File: src/rtl/booth_pkg.sv
// booth_pkg: shared types and build-dependent sizing for the Booth multiplier.
// BOOTH_RADIX4_EN selects radix-4 recoding; otherwise radix-2.
package booth_pkg;

    typedef enum logic [1:0] {IDLE, BUSY, DONE} state_e;

    typedef enum logic [2:0] {OP_NONE, OP_ADD1, OP_SUB1, OP_ADD2, OP_SUB2} booth_op_e;

`ifdef BOOTH_RADIX4_EN
    localparam int BOOTH_BITS = 3;
    localparam int SHIFT = 2;

    // Operand extension width: WIDTH+1 rounded up to even.
    function automatic int ext_width(input int w);
        return (w + 2) / 2 * 2;
    endfunction

    // Two guard bits keep A from overflowing when +-2M is added.
    function automatic int acc_width(input int w);
        return ext_width(w) + 2;
    endfunction

    function automatic int iter_count(input int w);
        return ext_width(w) / 2;
    endfunction
`else
    localparam int BOOTH_BITS = 2;
    localparam int SHIFT = 1;

    function automatic int ext_width(input int w);
        return w + 1;
    endfunction

    function automatic int acc_width(input int w);
        return w + 1;
    endfunction

    function automatic int iter_count(input int w);
        return w + 1;
    endfunction
`endif

endpackage

File: src/rtl/booth_recoder.sv
// booth_recoder: maps the inspected multiplier bits to a Booth operation.
// BOOTH_RADIX4_EN selects the radix-4 table; otherwise radix-2.
module booth_recoder
    import booth_pkg::*;
(
    input  logic [BOOTH_BITS-1:0] bits,
    output booth_op_e             op
);

`ifdef BOOTH_RADIX4_EN
    assign op = (bits == 3'b001 || bits == 3'b010) ? OP_ADD1 :
                (bits == 3'b011)                   ? OP_ADD2 :
                (bits == 3'b100)                   ? OP_SUB2 :
                (bits == 3'b101 || bits == 3'b110) ? OP_SUB1 : OP_NONE;
`else
    assign op = (bits == 2'b01) ? OP_ADD1 :
                (bits == 2'b10) ? OP_SUB1 : OP_NONE;
`endif

endmodule

File: src/rtl/booth_mult_seq.sv
// booth_mult_seq: sequential signed/unsigned Booth multiplier with valid/ready handshake.
// BOOTH_RADIX4_EN selects radix-4 recoding (fewer iterations); default is radix-2.
module booth_mult_seq
    import booth_pkg::*;
#(
    parameter int WIDTH = 8
) (
    input  logic               clk,
    input  logic               rst,
    input  logic               in_valid,
    output logic               in_ready,
    input  logic [WIDTH-1:0]   a,
    input  logic [WIDTH-1:0]   b,
    input  logic               is_signed,
    output logic               out_valid,
    input  logic               out_ready,
    output logic [2*WIDTH-1:0] product,
    output logic               busy
);

    localparam int EW   = ext_width(WIDTH);
    localparam int AW   = acc_width(WIDTH);
    localparam int ITER = iter_count(WIDTH);
    localparam int CW   = $clog2(ITER + 1);
    localparam int TW   = AW + EW + 1;

    state_e          state, state_n;
    logic [AW-1:0]   m, acc, addend, sum;
    logic [EW-1:0]   q;
    logic            qm1;
    logic [CW-1:0]   cnt;
    logic [TW-1:0]   shifted;
    logic            accept, last;
    booth_op_e       op;

    booth_recoder u_recoder (
        .bits ({q[BOOTH_BITS-2:0], qm1}),
        .op   (op)
    );

    assign accept    = in_valid && state == IDLE;
    assign last      = state == BUSY && cnt == CW'(1);
    assign in_ready  = state == IDLE;
    assign out_valid = state == DONE;
    assign busy      = state != IDLE;

    // One add/sub and the arithmetic shift of {A,Q,Qm1} happen in the same cycle.
    always_comb begin
        addend  = op == OP_ADD1 ? m :
                  op == OP_SUB1 ? -m :
                  op == OP_ADD2 ? m << 1 :
                  op == OP_SUB2 ? -(m << 1) : '0;
        sum     = acc + addend;
        shifted = TW'($signed({sum, q, qm1}) >>> SHIFT);
    end

    always_comb begin
        state_n = accept                      ? BUSY :
                  last                        ? DONE :
                  (state == DONE && out_ready) ? IDLE : state;
    end

    always_ff @(posedge clk or posedge rst) begin
        if (rst) state <= IDLE;
        else     state <= state_n;
    end

    always_ff @(posedge clk or posedge rst) begin
        if (rst) begin
            m       <= '0;
            acc     <= '0;
            q       <= '0;
            qm1     <= 1'b0;
            cnt     <= '0;
            product <= '0;
        end else if (accept) begin
            m   <= {{(AW-WIDTH){is_signed & a[WIDTH-1]}}, a};
            q   <= {{(EW-WIDTH){is_signed & b[WIDTH-1]}}, b};
            acc <= '0;
            qm1 <= 1'b0;
            cnt <= CW'(ITER);
        end else if (state == BUSY) begin
            acc <= shifted[TW-1 -: AW];
            q   <= shifted[EW:1];
            qm1 <= shifted[0];
            cnt <= cnt - CW'(1);
            if (last) product <= shifted[2*WIDTH:1];
        end
    end

endmodule

File: config.mk
export PLATFORM = sky130hd
export DESIGN_NAME = booth_mult_seq
export DESIGN_NICKNAME = d
export VERILOG_FILES = /design/src/rtl/booth_pkg.sv /design/src/rtl/booth_recoder.sv /design/src/rtl/booth_mult_seq.sv
export SDC_FILE = /design/constraint.sdc
export NUM_CORES = 1
export LEC_CHECK = 0
export ABC_AREA = 1
export BUFFER_PORTS_ARGS = -buffer_cell sky130_fd_sc_hd__buf_2
export CAP_MARGIN = 20
export CELL_PAD_IN_SITES_DETAIL_PLACEMENT = 0
export CELL_PAD_IN_SITES_GLOBAL_PLACEMENT = 1
export CORE_ASPECT_RATIO = 1.25
export CORE_UTILIZATION = 46
export CTS_CLUSTER_DIAMETER = 40
export DETAILED_ROUTE_END_ITERATION = 7
export MAX_ROUTING_LAYER = met4
export PLACE_DENSITY = 0.95
export REMOVE_ABC_BUFFERS = 1
export SETUP_SLACK_MARGIN = 0.1
export SYNTH_ARGS = -nofsm -noshare
export SYNTH_HDL_FRONTEND = slang
export SYNTH_SLANG_ARGS = --single-unit
File: constraint.sdc
create_clock -name clk -period 5.3 [get_ports clk]
set_input_delay 0.53 -clock clk [delete_from_list [all_inputs] [get_ports clk]]
set_output_delay 0.53 -clock clk [all_outputs]
set_load 0.05 [all_outputs]
# Word-level counts from Yosys, hierarchy flattened
# Index checks and enable logic that the tools add are counted.
[classes]
add_sub_neg = 4
eq_ne = 9
muxes = 17
bitwise = 3
reduce_logical = 8
[ops]
columns = ["cell", "count"]
rows = [
  ["$mux W9", 8],
  ["$neg A9 Y9", 2],
  ["$add A9 B9 Y9", 1],
  ["$mux W2", 4],
  ["$mux W4", 2],
  ["$eq A3 B2 Y1 const B", 2],
  ["$eq A2 B1 Y1 const B", 2],
  ["$eq A2 B2 Y1 const B", 2],
  ["$eq A4 B1 Y1 const B", 1],
  ["$reduce_bool A2 Y1", 2],
  ["$sub A4 B1 Y4 const B", 1],
  ["$eq A3 B1 Y1 const B", 1],
  ["$eq A3 B3 Y1 const B", 1],
  ["$logic_and A1 B1 Y1", 3],
  ["$mux W3", 1],
  ["$reduce_and A3 Y1", 1],
  ["$reduce_bool A3 Y1", 1],
  ["$and A1 B1 Y1", 2],
  ["$logic_not A2 Y1", 1],
  ["$mux W1", 2],
  ["$not A1 Y1", 1],
]
[totals]
ff_bits = 50
in_bits = 21
output_inout_bits = 19
wordCells = 48

# Logic depth before layout (Yosys ltp)
[logic_depth]
word_depth = 11
ltp_mapped = 18
depth_no_buf = 18

# Modules after synthesis
# A second synthesis with hierarchy kept.
[unflattened]
cells_unflattened = 336
hier_area_um2 = 2785.2
[by_module_without_submodules]
columns = ["mod", "n_inst", "cells_per_inst", "area_per_inst_um2", "seq_area_each_um2"]
rows = [
  ["booth_mult_seq", 1, 330, 2758.9, 1226.2],
  ["booth_recoder", 1, 6, 26.3, 0.0],
]

# Worst setup path before layout
# OpenSTA, ideal clock, no wires.
[synth_path]
path_kind = "register -> register"
startpoint = "reg qm1"
endpoint = "reg product[13]"
setup_time_ns = 0.118
arrival_ns = 2.105
t_required_ns = 5.182
slack_ns = 3.078
stages_incl_launch_ff = 17
path_buffers = 1
synth_period_minus_slack_ns = 2.222
path_cell_list = "dfrtp_1 > buf_2 > nor2_1 > inv_1 > nand2_1 > inv_1 > nor3_1 > ha_1 > a21oi_1 > nand2_1 > nand2_1 > nand2_1 > nand2_1 > nand2_1 > or2_2 > nand3_1 > nand2_1"
[synth_between]
elab_chain_cells = 9
elab_cells_between_ends = 13
classes_between = "add/sub (1); eq/ne (6); mux (6)"
[synth_rtl]
columns = ["item", "line", "source"]
rows = [
  ["from (decl)", "booth_mult_seq.sv:30", "logic qm1;"],
  ["from (signal assigned)", "booth_mult_seq.sv:85", "qm1 <= shifted[0];"],
  ["$eq A2 B2 Y1", "booth_recoder.sv:17", "(bits == 2'b10) ? OP_SUB1 : OP_NONE;"],
  ["$mux W2", "booth_recoder.sv:17", ""],
  ["$mux W3 *", "booth_recoder.sv:16", "assign op = (bits == 2'b01) ? OP_ADD1 :"],
  ["$eq A3 B3 Y1", "booth_mult_seq.sv:52", "op == OP_SUB2 ? -(m << 1) : '0;"],
  ["$mux W9", "booth_mult_seq.sv:52", ""],
  ["$mux W9", "booth_mult_seq.sv:51", "op == OP_ADD2 ? m << 1 :"],
  ["$mux W9", "booth_mult_seq.sv:50", "op == OP_SUB1 ? -m :"],
  ["$mux W9 *", "booth_mult_seq.sv:49", "addend = op == OP_ADD1 ? m :"],
  ["$add A9 B9 Y9 *", "booth_mult_seq.sv:53", "sum = acc + addend;"],
  ["to (signal assigned)", "booth_mult_seq.sv:87", "if (last) product <= shifted[2*WIDTH:1];"],
  ["to (decl)", "booth_mult_seq.sv:17", "output logic [2*WIDTH-1:0] product,"],
]
# Every way passes the cells marked *; elsewhere a longest branch is shown, timed or not.
# A chain may end at the register's enable or synchronous reset.

# Final worst setup path
[layout_path]
startpoint = "reg qm1"
endpoint = "reg acc[4]"
[layout_between]
elab_chain_cells = 11
elab_cells_between_ends = 15
classes_between = "add/sub (1); eq/ne (6); mux (8)"
[layout_rtl]
columns = ["item", "line", "source"]
rows = [
  ["$eq A2 B2 Y1", "booth_recoder.sv:17", ""],
  ["$mux W2", "booth_recoder.sv:17", ""],
  ["$mux W3 *", "booth_recoder.sv:16", ""],
  ["$eq A3 B3 Y1", "booth_mult_seq.sv:52", ""],
  ["$mux W9", "booth_mult_seq.sv:52", ""],
  ["$mux W9", "booth_mult_seq.sv:51", ""],
  ["$mux W9", "booth_mult_seq.sv:50", ""],
  ["$mux W9 *", "booth_mult_seq.sv:49", ""],
  ["$add A9 B9 Y9 *", "booth_mult_seq.sv:53", ""],
  ["$mux W9 *", "booth_mult_seq.sv:82", "end else if (state == BUSY) begin"],
  ["$mux W9 *", "booth_mult_seq.sv:76", "end else if (accept) begin"],
  ["to (signal assigned)", "booth_mult_seq.sv:83", "acc <= shifted[TW-1 -: AW];"],
  ["to (decl)", "booth_mult_seq.sv:28", "logic [AW-1:0] m, acc, addend, sum;"],
]
# Every way passes the cells marked *; elsewhere a longest branch is shown, timed or not. The select of a mux whose other input is x is not followed.

==> results.md <==
* Status: completed
* Cell variety after synth at 35
* Antenna cells at 0
* Sw Pwr at 0.000136 W
* Pwr/cell area at around 230 nW/um^2
* Number of port buffers at 39
* Synth Warn # at 0
* Peak VDD IR at 189 uV
* Hold Crit Class: primary input to async pin
* Clock share of power at 0.446
* Post-synth top area share at 0.467
* Synthesized flop and latch total at 49
* Met3 Track Usage GR at 0.0349
* Slowest Stage Delay on Critical Path at between 400 and 500 ps
* Clock Pin Slew Worst Setup and Hold Paths at roughly 90 ps
* Slew headroom at 0.478
* CTS resizes at 0
* I/O pins at 40
* Overflow after GRT at 0
* Startpoint types: flip-flop
* Initial DRC count at 120
* CP max stage cell: dfrtp_1
* Slew @ Worst Pin at ~780 ps
* Die height at 86.5 um
* Syn Area/Cell at 8.50 sq um
* CTS max path bufs at 2
* CP arrival at around 2800 ps
* Unrepaired setup endpoints after global routing: no
* Row Count at 30
* Fill cells at 507
* Max-cap violations at 0
* Vias in the first global route at just under 2000
* Mapped Cells at 309
* Area leader, netlist: dfrtp_1
* Share of post-route cells with drive strength above 1 at 0.201
* Global-route wire length before repair at approximately 8900 um
* CP Class: flip-flop to flip-flop
* GRT met1 Usage at 0.230
* Global Route Usage Sum at 0.193
* GR Util met2 at 0.327
* Final hold viol count at 0
* Setup crit end kind: flip-flop
* Root Buffer: clkbuf_8
* Crit-path most repeated cell: nand2_1
* GRT busiest layer: met2
* Total CTS buffers at 5
* FF-to-FF setup slack at approximately 2700 ps
* Post-Syn Area at 2630 sq um
* Combinational share of power at 0.024
* Leak Pwr at between 1.5 and 2 nW
* Routed Antenna Nets at 0
* Sequence of cells on the critical path: nand2_1 -> nand2_1 -> inv_1 -> nor3_1 -> ha_1 -> a21oi_1 -> nand2_1 -> nand2_1 -> nand2_1 -> nand2_1 -> nand2_1 -> or2_2 -> nand3_1 -> nand2_1
* Skew-Pair Late Insertion Delay at ~300 ps
* Clk_skew at around 5.7 ps
* Setup TNS at 0 ps
* Via/cell ratio at just over 5
* DR vias at approximately 2100
* Detailed Route WL at between 5000 and 6000 um
* Max-slew violations at 0
* Post-Layout Cell Count at 413
* Req. time, crit path at 5500 ps
* CTS tree: yes
* Initial antenna violation count at 0
* P_int at about 0.00057 W
* Routability cong. at 0.907
* WL per Instance at ~13 um
* Largest net degree at the start of global routing at 50
* Hold Buf Count CTS at 0
* Final setup fails at 0
* Pre-Repair DR Iteration Count at 4
* Starting Density at 0.479
* Clock sinks at 49
* Post-DP HPWL at roughly 3800 um
* DRC errors left at 0
* Post-CTS Setup Bufs at 0
* Ranking of synthesized cells by area: dfrtp_1 47%, nand2_1 11%, inv_1 6.6%, ha_1 5.7%, o21ai_0 3.2%
* Die ar. at roughly 6000 sq um
* Std-Cell Core Area at ~5500 sq um
* Nets@finish at roughly 380
* Seq/Total Area, Yosys at 0.467
* Sequential Power Share at 0.530
* Final period utilization at 0.489
* Fin crit period at roughly 2600 ps
* Fmax at about 0.39 GHz
* DP Cell Count at ~400
* Area Growth Syn to Fin at 14.7%
* Switching Fraction at 0.194
* Die width at 69.6 um
* H-tree depth at 2
* Max FO, Critical Path at 8
[logic make-up after synthesis]
logic type,count (synthesis),synth area share
compound gates,57,0.142
xor+xnor,4,0.0133
fa+ha+maj,13,0.0648
buf+inv,59,0.0915
flops,49,0.467
simple gates,127,0.222
[layout make-up]
cell class / instances / area, sq um / share of cell area
sequential: 49 / 1230 / 0.407
multi-input combinational: 201 / 1160 / 0.385
timing repair buffer: 40 / 215 / 0.0715
inverter: 51 / 196 / 0.0652
tap: 64 / 80.1 / 0.0266
clock buffer: 5 / 68.8 / 0.0229
clock inverter: 3 / 65.1 / 0.0216
[worst max-delay path: cells and delay by family (launching register included)]
family / cells / cell delay [ps]
AO/OA/AOI/OAI: 1 / 150
adder cells (fa/ha/maj): 1 / 320
buffers and inverters: 1 / 120
flip-flops: 1 / 470
AND/OR/NAND/NOR: 11 / 1420
[registers in the layout, indices dropped and copies added, names as in the netlist]
signal	count
acc	8
cnt	4
m	9
product	16
q	9
qm1	1
state	2
[synth_stat cells, drive strengths merged]
master and instances:
a21o 1, a21oi 8, a22oi 1, buf 6, clkbuf 2, dfrtp 49, fa 1, ha 12
inv 51, nand2 79, nand3 14, nand3b 2, nand4 4, nor2 16, nor3 10, o211ai 1
o21ai 32, o221ai 7, o22ai 6, o31ai 1, or2 2, xnor2 3, xor2 1
[power by group through the flow]
| stage | sequential, W | clock [W] | combinational (W) |
|---|---|---|---|
| floorplan | 0.000381 | 0 | 0.00000587 |
| global placement | 0.000381 | 0 | 0.0000154 |
| detailed placement | 0.000381 | 0 | 0.0000157 |
| CTS | 0.000374 | 0.000320 | 0.0000156 |
| global route | 0.000374 | 0.000332 | 0.0000194 |
| finish | 0.000373 | 0.000314 | 0.0000166 |
[stage by stage]
step | area, sq um | power, W | util | setup WS, ps | hold slack, ps
final | 3010 | 0.000704 | 0.550 | 2710 | 208
after global routing | 3010 | 0.000725 | 0.550 | 2420 | 242
after CTS | 2990 | 0.000709 | 0.546 | 2740 | 424
after detailed placement | 2860 | 0.000397 | 0.521 | 2780 | 462
after global placement | 2860 | 0.000396 | 0.521 | 2830 | 460
after floorplan | 2580 | 0.000387 | - | 3100 | 456
[cell usage in the layout (no fill, tap or decap), drive strengths merged, types with 6 or more instances in the layout]
master	instances
inv	51
nor2	16
nand3	14
buf	40
nand2	79
o221ai	7
dfrtp	49
o21ai	32
ha	12
o22ai	6
nor3	10
a21oi	8
[metal layers]
layer / wire length [um] / share of wire
met3: 119 / 0.023
met5: 0 / 0
met1: 2390 / 0.46
met2: 2630 / 0.50
met4: 92 / 0.018
[final timing paths]
path,startpoint,endpoint,cells past startpoint
min,rst,product[12],2
max in group asynchronous,rst,product[0],3
min in group clk,a[4],m[4],3
max,qm1,acc[4],14
max reg2reg,qm1,acc[4],14
min reg2reg,product[13],product[13],2
Power figures use the tool's default switching activity.
